[src/rtl/instr_prefetch.sv]
// Instruction prefetch queue.
// Fetches sequential words from a combinational ROM into a small circular
// queue and presents the oldest entry to decode. Redirect flushes the queue
// and restarts fetching from the new target on the following edge.
module instr_prefetch #(
   parameter int unsigned DEPTH    = 4,
   parameter logic [31:0] RESET_PC = 32'h0000_0000
) (
   input  logic        clock,
   input  logic        reset,
   input  logic        enable,
   output logic [7:0]  rom_address,
   input  logic [31:0] rom_data,
   input  logic        redirect,
   input  logic [31:0] redirect_pc,
   output logic        instr_valid,
   input  logic        instr_ready,
   output logic [31:0] instr,
   output logic [31:0] instr_pc,
   output logic [4:0]  level
);

   localparam int unsigned AW = (DEPTH > 1) ? $clog2(DEPTH) : 1;

   logic [31:0]   fetch_pc;
   logic [31:0]   q_instr [DEPTH];
   logic [31:0]   q_pc    [DEPTH];
   logic [AW-1:0] head;
   logic [AW-1:0] tail;
   logic [4:0]    count;
   logic          push;
   logic          pop;

   // Handshake decode: redirect suppresses both push and pop; a pop frees a
   // slot in the same cycle so a full queue can still accept a new word.
   always_comb begin
      pop  = 1'b0;
      push = 1'b0;
      pop  = (count != '0) && instr_ready && !redirect;
      push = enable && !redirect && ((count < 5'(DEPTH)) || pop);
   end

   assign rom_address = fetch_pc[9:2];
   assign instr_valid = (count != '0);
   assign instr       = q_instr[head];
   assign instr_pc    = q_pc[head];
   assign level       = count;

   // Queue storage, pointers, occupancy and fetch address.
   always_ff @(posedge clock) begin
      if (reset) begin
         fetch_pc <= RESET_PC;
         head     <= '0;
         tail     <= '0;
         count    <= '0;
         // Clearing storage makes the head entry read back as zero after reset.
         for (int unsigned i = 0; i < DEPTH; i++) begin
            q_instr[i] <= '0;
            q_pc[i]    <= '0;
         end
      end else if (redirect) begin
         fetch_pc <= redirect_pc & 32'hFFFF_FFFC;
         head     <= '0;
         tail     <= '0;
         count    <= '0;
      end else begin
         if (push) begin
            q_instr[tail] <= rom_data;
            q_pc[tail]    <= fetch_pc;
            tail          <= tail + 1'b1;
            fetch_pc      <= fetch_pc + 32'd4;
         end
         if (pop) begin
            head <= head + 1'b1;
         end
         case ({push, pop})
            2'b10:   count <= count + 5'd1;
            2'b01:   count <= count - 5'd1;
            default: count <= count;
         endcase
      end
   end

endmodule

[config.mk]
export PLATFORM = sky130hd
export DESIGN_NAME = instr_prefetch
export DESIGN_NICKNAME = d
export VERILOG_FILES = /design/src/rtl/instr_prefetch.sv
export SDC_FILE = /design/constraint.sdc
export NUM_CORES = 1
export LEC_CHECK = 0
export BUFFER_PORTS_ARGS = -buffer_cell sky130_fd_sc_hd__buf_2
export CAP_MARGIN = 10
export CORE_AREA = 2 2 274 168
export CTS_CLUSTER_DIAMETER = 150
export DETAILED_ROUTE_END_ITERATION = 6
export DIE_AREA = 0 0 276 170
export PLACE_DENSITY = 0.53
export SETUP_SLACK_MARGIN = 0.05
export SYNTH_ARGS = -nofsm -noshare
export SYNTH_HDL_FRONTEND = slang
export SYNTH_SLANG_ARGS = --single-unit
[constraint.sdc]
create_clock -name clock -period 18.8 [get_ports clock]
set_clock_uncertainty 0.05 [all_clocks]
set_input_delay 0 -clock clock [delete_from_list [all_inputs] [get_ports clock]]
set_output_delay 0 -clock clock [all_outputs]
set_load 0.1 [all_outputs]
After elaboration in Yosys (flattened, before gate mapping)
Memory sizes are Yosys's and may differ from the RTL's. A register that Yosys moved wholly into a read port is not among the register bits. Cells that the tools add are included.

Logic and storage cells: 46. Memories kept: 2. Output and inout port bits: 78. Bits in registers: 41. Memory bits (writable): 256.

Reductions and logical operators: 12. Equal/unequal tests: 2. Multiplexer cells: 19. $add $sub $neg: 5. Order comparisons: 1.

Memories: q_instr (words 4, width 32, read ports 1, clocked after memory_dff 1, write ports 4, RTL line 26) `logic [31:0] q_instr [DEPTH];`; q_pc (words 4, width 32, read ports 1, clocked after memory_dff 1, write ports 4, RTL line 27) `logic [31:0] q_pc [DEPTH];`.

Operators by type and width (number): $mux 32 (4); $reduce_or 32->1 (2); $add 32x3->32 const B (1); $mux 2 (6); $pmux 5 s2 (1); $mux 1 (8); $add 5x1->5 const B (1); $lt 5x3->1 const B (1); $reduce_bool 5->1 (1); $sub 5x1->5 const B (1); $add 2x1->2 const B (2); $logic_and 1x1->1 (4); $reduce_bool 2->1 (2); $eq 2x1->1 const B (1); $eq 2x2->1 const B (1); $reduce_or 2->1 (1); $logic_not 1->1 (1); $logic_or 1x1->1 (1).

Depth between registers and ports, before layout
Depth after elaboration: 11. Gate-level depth with buffers: 10. Gate-level depth less buffers: 10.

Least setup slack after synthesis
No wires, ideal clock.

Path type: register to register. Start: reg count[4], in the netlist level[4]. End: mem q_instr[0][0], enable pin. Stages on the path, launching flop included: 5. Buffers on the path: 1. Slack: 10.354 ns. Period minus slack after synthesis: 8.446 ns. Setup time: 0.652 ns. Arrival time: 7.744 ns. Cells stage by stage: dfxtp_1 > nor3_4 > o21ai_4 > buf_6 > o41ai_1.

RTL lines: start, declared (RTL line 30) `logic [4:0] count;`; start signal, assigned (RTL line 77) `2'b10: count <= count + 5'd1;`; start signal, assigned (RTL line 78) `2'b01: count <= count - 5'd1;`; start signal, assigned (RTL line 79) `default: count <= count;`; end, declared (RTL line 26).

==> metrics.md <==
| Metric | Value |
|---|---|
| R2R cell count | `6` |
| Tot GR Track Use | `15.6%` |
| H-tree Lvls | `2` |
| Insertion delay to the later sink of the worst-skew pair | `roughly 540 ps` |
| Resized Gates After CTS | `0` |
| Mux contribution to synthesized area | `~11%` |
| Core ar. | `~44,000 um2` |
| Max_cap viols | `0` |
| Synth cell types | `53` |
| Crit path capture type | `flip-flop` |
| Cell mode on critical path | `buf_4` |
| Row count | `60` |
| Layout cells sized above 1 | `between 20% and 30%` |
| Met2 WL | `~17,000 um` |
| VDD IR max | `about 0.044 mV` |
| R2R Setup Slk | `about 15,000 ps` |
| CTS max path bufs | `3` |
| Cell Area, Placed | `14,400 um2` |
| Cells after Synth | `between 900 and 1k` |
| Worst slew pin tran | `1050 ps` |
| Cell leakage power | `around 0.0062 uW` |
| Fmax | `between 0.2 and 0.3 GHz` |
| Area contributors post-synth | `edfxtp_1 57%, mux4_2 11%, and2_1 9.0%, dfxtp_1 6.2%, and3_1 3.2%` |
| Pins Over Slew Limit | `0` |
| Post-synthesis adder-cell area fraction | `less than 1%` |
| Dpl hpwl | `roughly 20,000 um` |
| Finished Cell Area | `around 16,000 um2` |
| RSZ-0062 raised after global routing | `false` |
| Cell area power density | `98.6 nW/um2` |
| Port Buffers | `142` |
| CP required | `around 19,000 ps` |
| Crit Path Class | `reg -> reg` |
| Failing checks | `design-rule violations` |
| CP startpoint kind | `flip-flop` |
| I/O pin total | `roughly 150` |
| Crit-path cells | `nor3_4 > o21a_2 > buf_4 > nand3_1 > nand2_4 > buf_4` |
| Cell Area, Synth | `roughly 13,000 um2` |
| Post-synth top flop | `edfxtp_1` |
| Finished Layout Cells | `approximately 1.7k` |
| Vias in the first global route | `around 8.7k` |
| Cell with the most instances after synthesis | `edfxtp_1` |
| Critical Path Sink | `q_instr[3][29]` |
| Period utilisation layout | `19.3%` |
| Final setup TNS | `0 ps` |
| Syn_area_per_cell | `~14 um2` |
| Postcts setup bufs | `0` |
| GPL Wtd Cong | `between 0.7 and 0.8` |
| DRT iter0 DRCs | `between 500 and 600` |
| Synth cell count leaders | `248 x edfxtp_1, 189 x and2_1, 68 x and3_1` |
| Slowest CP cell | `buf_4` |
| Initial core utilization | `29.7%` |
| Root buffer cell | `clkbuf_16` |
| Post-layout net count | `about 1.2k` |
| Slew headroom | `between 30% and 40%` |
| CP Data Arrival Time | `3740 ps` |
| Die area | `about 47,000 um2` |
| Min Tclk post-route | `3630 ps` |
| DR DRC count | `7` |
| Pre-Repair DR Iteration Count | `7` |
| Post-detailed-route wirelength per cell | `about 21 um` |
| DR vias | `slightly above 8k` |
| Largest net degree at the start of global routing | `65` |
| Initial antenna violation count | `0` |
| Critical path's largest stage delay | `between 600 and 700 ps` |
| Hold slack | `roughly 23 ps` |
| Post-Route WL | `36,400 um` |
| GRT overflow | `0` |
| Synth async-reset ratio | `0%` |
| First-pass GRT wire length | `between 50,000 and 60,000 um` |
| Die width | `276 um` |
| Via-per-instance ratio | `4.77` |
| Critical register-to-register path startpoint | `level[4]` |
| TritonCTS clock tree | `yes` |
| Met3 routed WL | `about 2000 um` |
| Routed Antenna Nets | `0` |
| Synth Warn # | `0` |
| CTS Buf Count | `34` |
| Reg2Reg Capture Point | `q_instr[3][29]` |
| # fillers | `~4.2k` |
| Layout Area Growth over Synthesis | `23.6%` |
| Status | `finished, violations left` |
| Top sig layer | `met4` |
| Final Setup Violations | `0` |
| Largest family of logic cells by synthesized area | `simple AND/OR/NAND/NOR gates` |
| Synth Area in Compound Gates | `about 3.3%` |
| Yosys top cell by area | `edfxtp_1` |
| Final Hold Fails | `0` |
| Share of the yosys chip area belonging to registers | `between 60% and 70%` |
| Post-Synth Simple-Gate Area | `between 15 and 20%` |
| CP startpoint | `level[4]` |
| EDFF count, synth | `248` |
| Top-area cell type share of the netlist area | `56.7%` |
| ANT cells | `0` |
| Fin util | `between 30% and 40%` |
| Reg clk slew, reported paths | `around 60 ps` |
| CTS Sinks | `about 290` |
| Max FO, Critical Path | `64` |
| Post-synthesis xor/xnor area fraction | `between 1.5 and 2%` |
| Die H | `170 um` |
| Synthesized flop and latch total | `a little under 300` |
| Worst Hold Class | `in -> reg` |
| Post-Place Cells | `about 1.6k` |
| Wl on met1 | `~17,000 um` |
-- per-layer routing --
layer / track usage, % / up-vias
li1: - / 3785
met1: 22.0 / 4165
met2: 25.1 / 198
met3: 3.10 / 47
met4: 3.52 / 0
met5: 0 / -
-- registers in the layout, indices dropped and copies added (netlist names), named ones only --
register,count
q_pc,120
fetch_pc,30
head,2
level,5
q_instr,128
tail,2
-- timing repair --
item,in CTS,in global routing
hold buffers,76,0
endpoints found under the hold margin,161,0
endpoints found under the setup margin,0,0
-- area by class of cell --
cell class | count | area (um2) | area share, %
clock buffers | 39 | 880 | 5.42
multi-input cells | 537 | 4500 | 27.7
clock inverters | 22 | 226 | 1.39
well taps | 589 | 737 | 4.54
inverters | 12 | 45.0 | 0.277
repair buffers | 231 | 1570 | 9.66
flip-flops and latches | 289 | 8280 | 51.0
-- worst min-delay path by stage --
| stage | from | to | slack [ps] | depth (start not counted) |
|---|---|---|---|---|
| 6_report | reset | fetch_pc[27] | 20 | 2 |
| 2_1_floorplan | redirect_pc[2] | fetch_pc[2] | 90 | 1 |
| 3_3_place_gp | redirect_pc[26] | fetch_pc[26] | 210 | 3 |
| 5_1_grt | reset | fetch_pc[23] | 40 | 2 |
| 3_5_place_dp | redirect_pc[26] | fetch_pc[26] | 220 | 3 |
| 4_1_cts | reset | fetch_pc[14] | 7 | 2 |
-- power breakdown --
group | leakage (uW) | internal [uW] | switching, uW
Sequential | 0.00292 | 726 | 19.0
Clock | 0.000544 | 393 | 272
Combinational | 0.00271 | 48.3 | 143
-- cell families (layout without fill, tap and decap cells) --
group / count (synthesis) / after routing
fa+ha+maj: 5 / 5
xor+xnor: 26 / 26
mux: 66 / 66
other cells: 1 / 2
compound gates: 60 / 60
buf+inv: 91 / 304
flops: 289 / 289
simple gates: 378 / 378
-- stage by stage --
step | total power, uW | setup slack [ps]
after CTS | 1620 | 15110
after global placement | 938 | 15180
after detailed placement | 940 | 15130
after global routing | 1660 | 14950
final | 1600 | 15170
after floorplan | 892 | 10350
-- layout by cell type (no fill, tap or decap), types with 4 or more instances in the layout --
master / n
a211oi_1: 11
a21oi_1: 9
a311oi_1: 6
and2_1: 189
and3_1: 67
buf_2: 142
buf_4: 13
bufinv_16: 4
clkbuf_1: 4
clkbuf_16: 34
clkinv_1: 8
clkinv_2: 5
dfxtp_1: 39
dlygate4sd3_1: 76
edfxtp_1: 248
ha_1: 4
inv_1: 12
mux2i_1: 4
mux4_2: 62
nand2_1: 30
nand3_1: 9
nand4_1: 6
nor2_1: 34
nor3_1: 8
nor4_1: 7
o21ai_0: 8
o22ai_1: 6
or3_1: 5
xnor2_1: 23
-- worst max-delay path: cells and delay by family (launching register included) --
kind | cells | cell delay (ps)
and+or+nand+nor | 3 | 1290
buffers and inverters | 2 | 1280
DFF | 1 | 360
AOI/OAI and AO/OA | 1 | 210
Note: power is estimated with default switching activity, not from simulation.
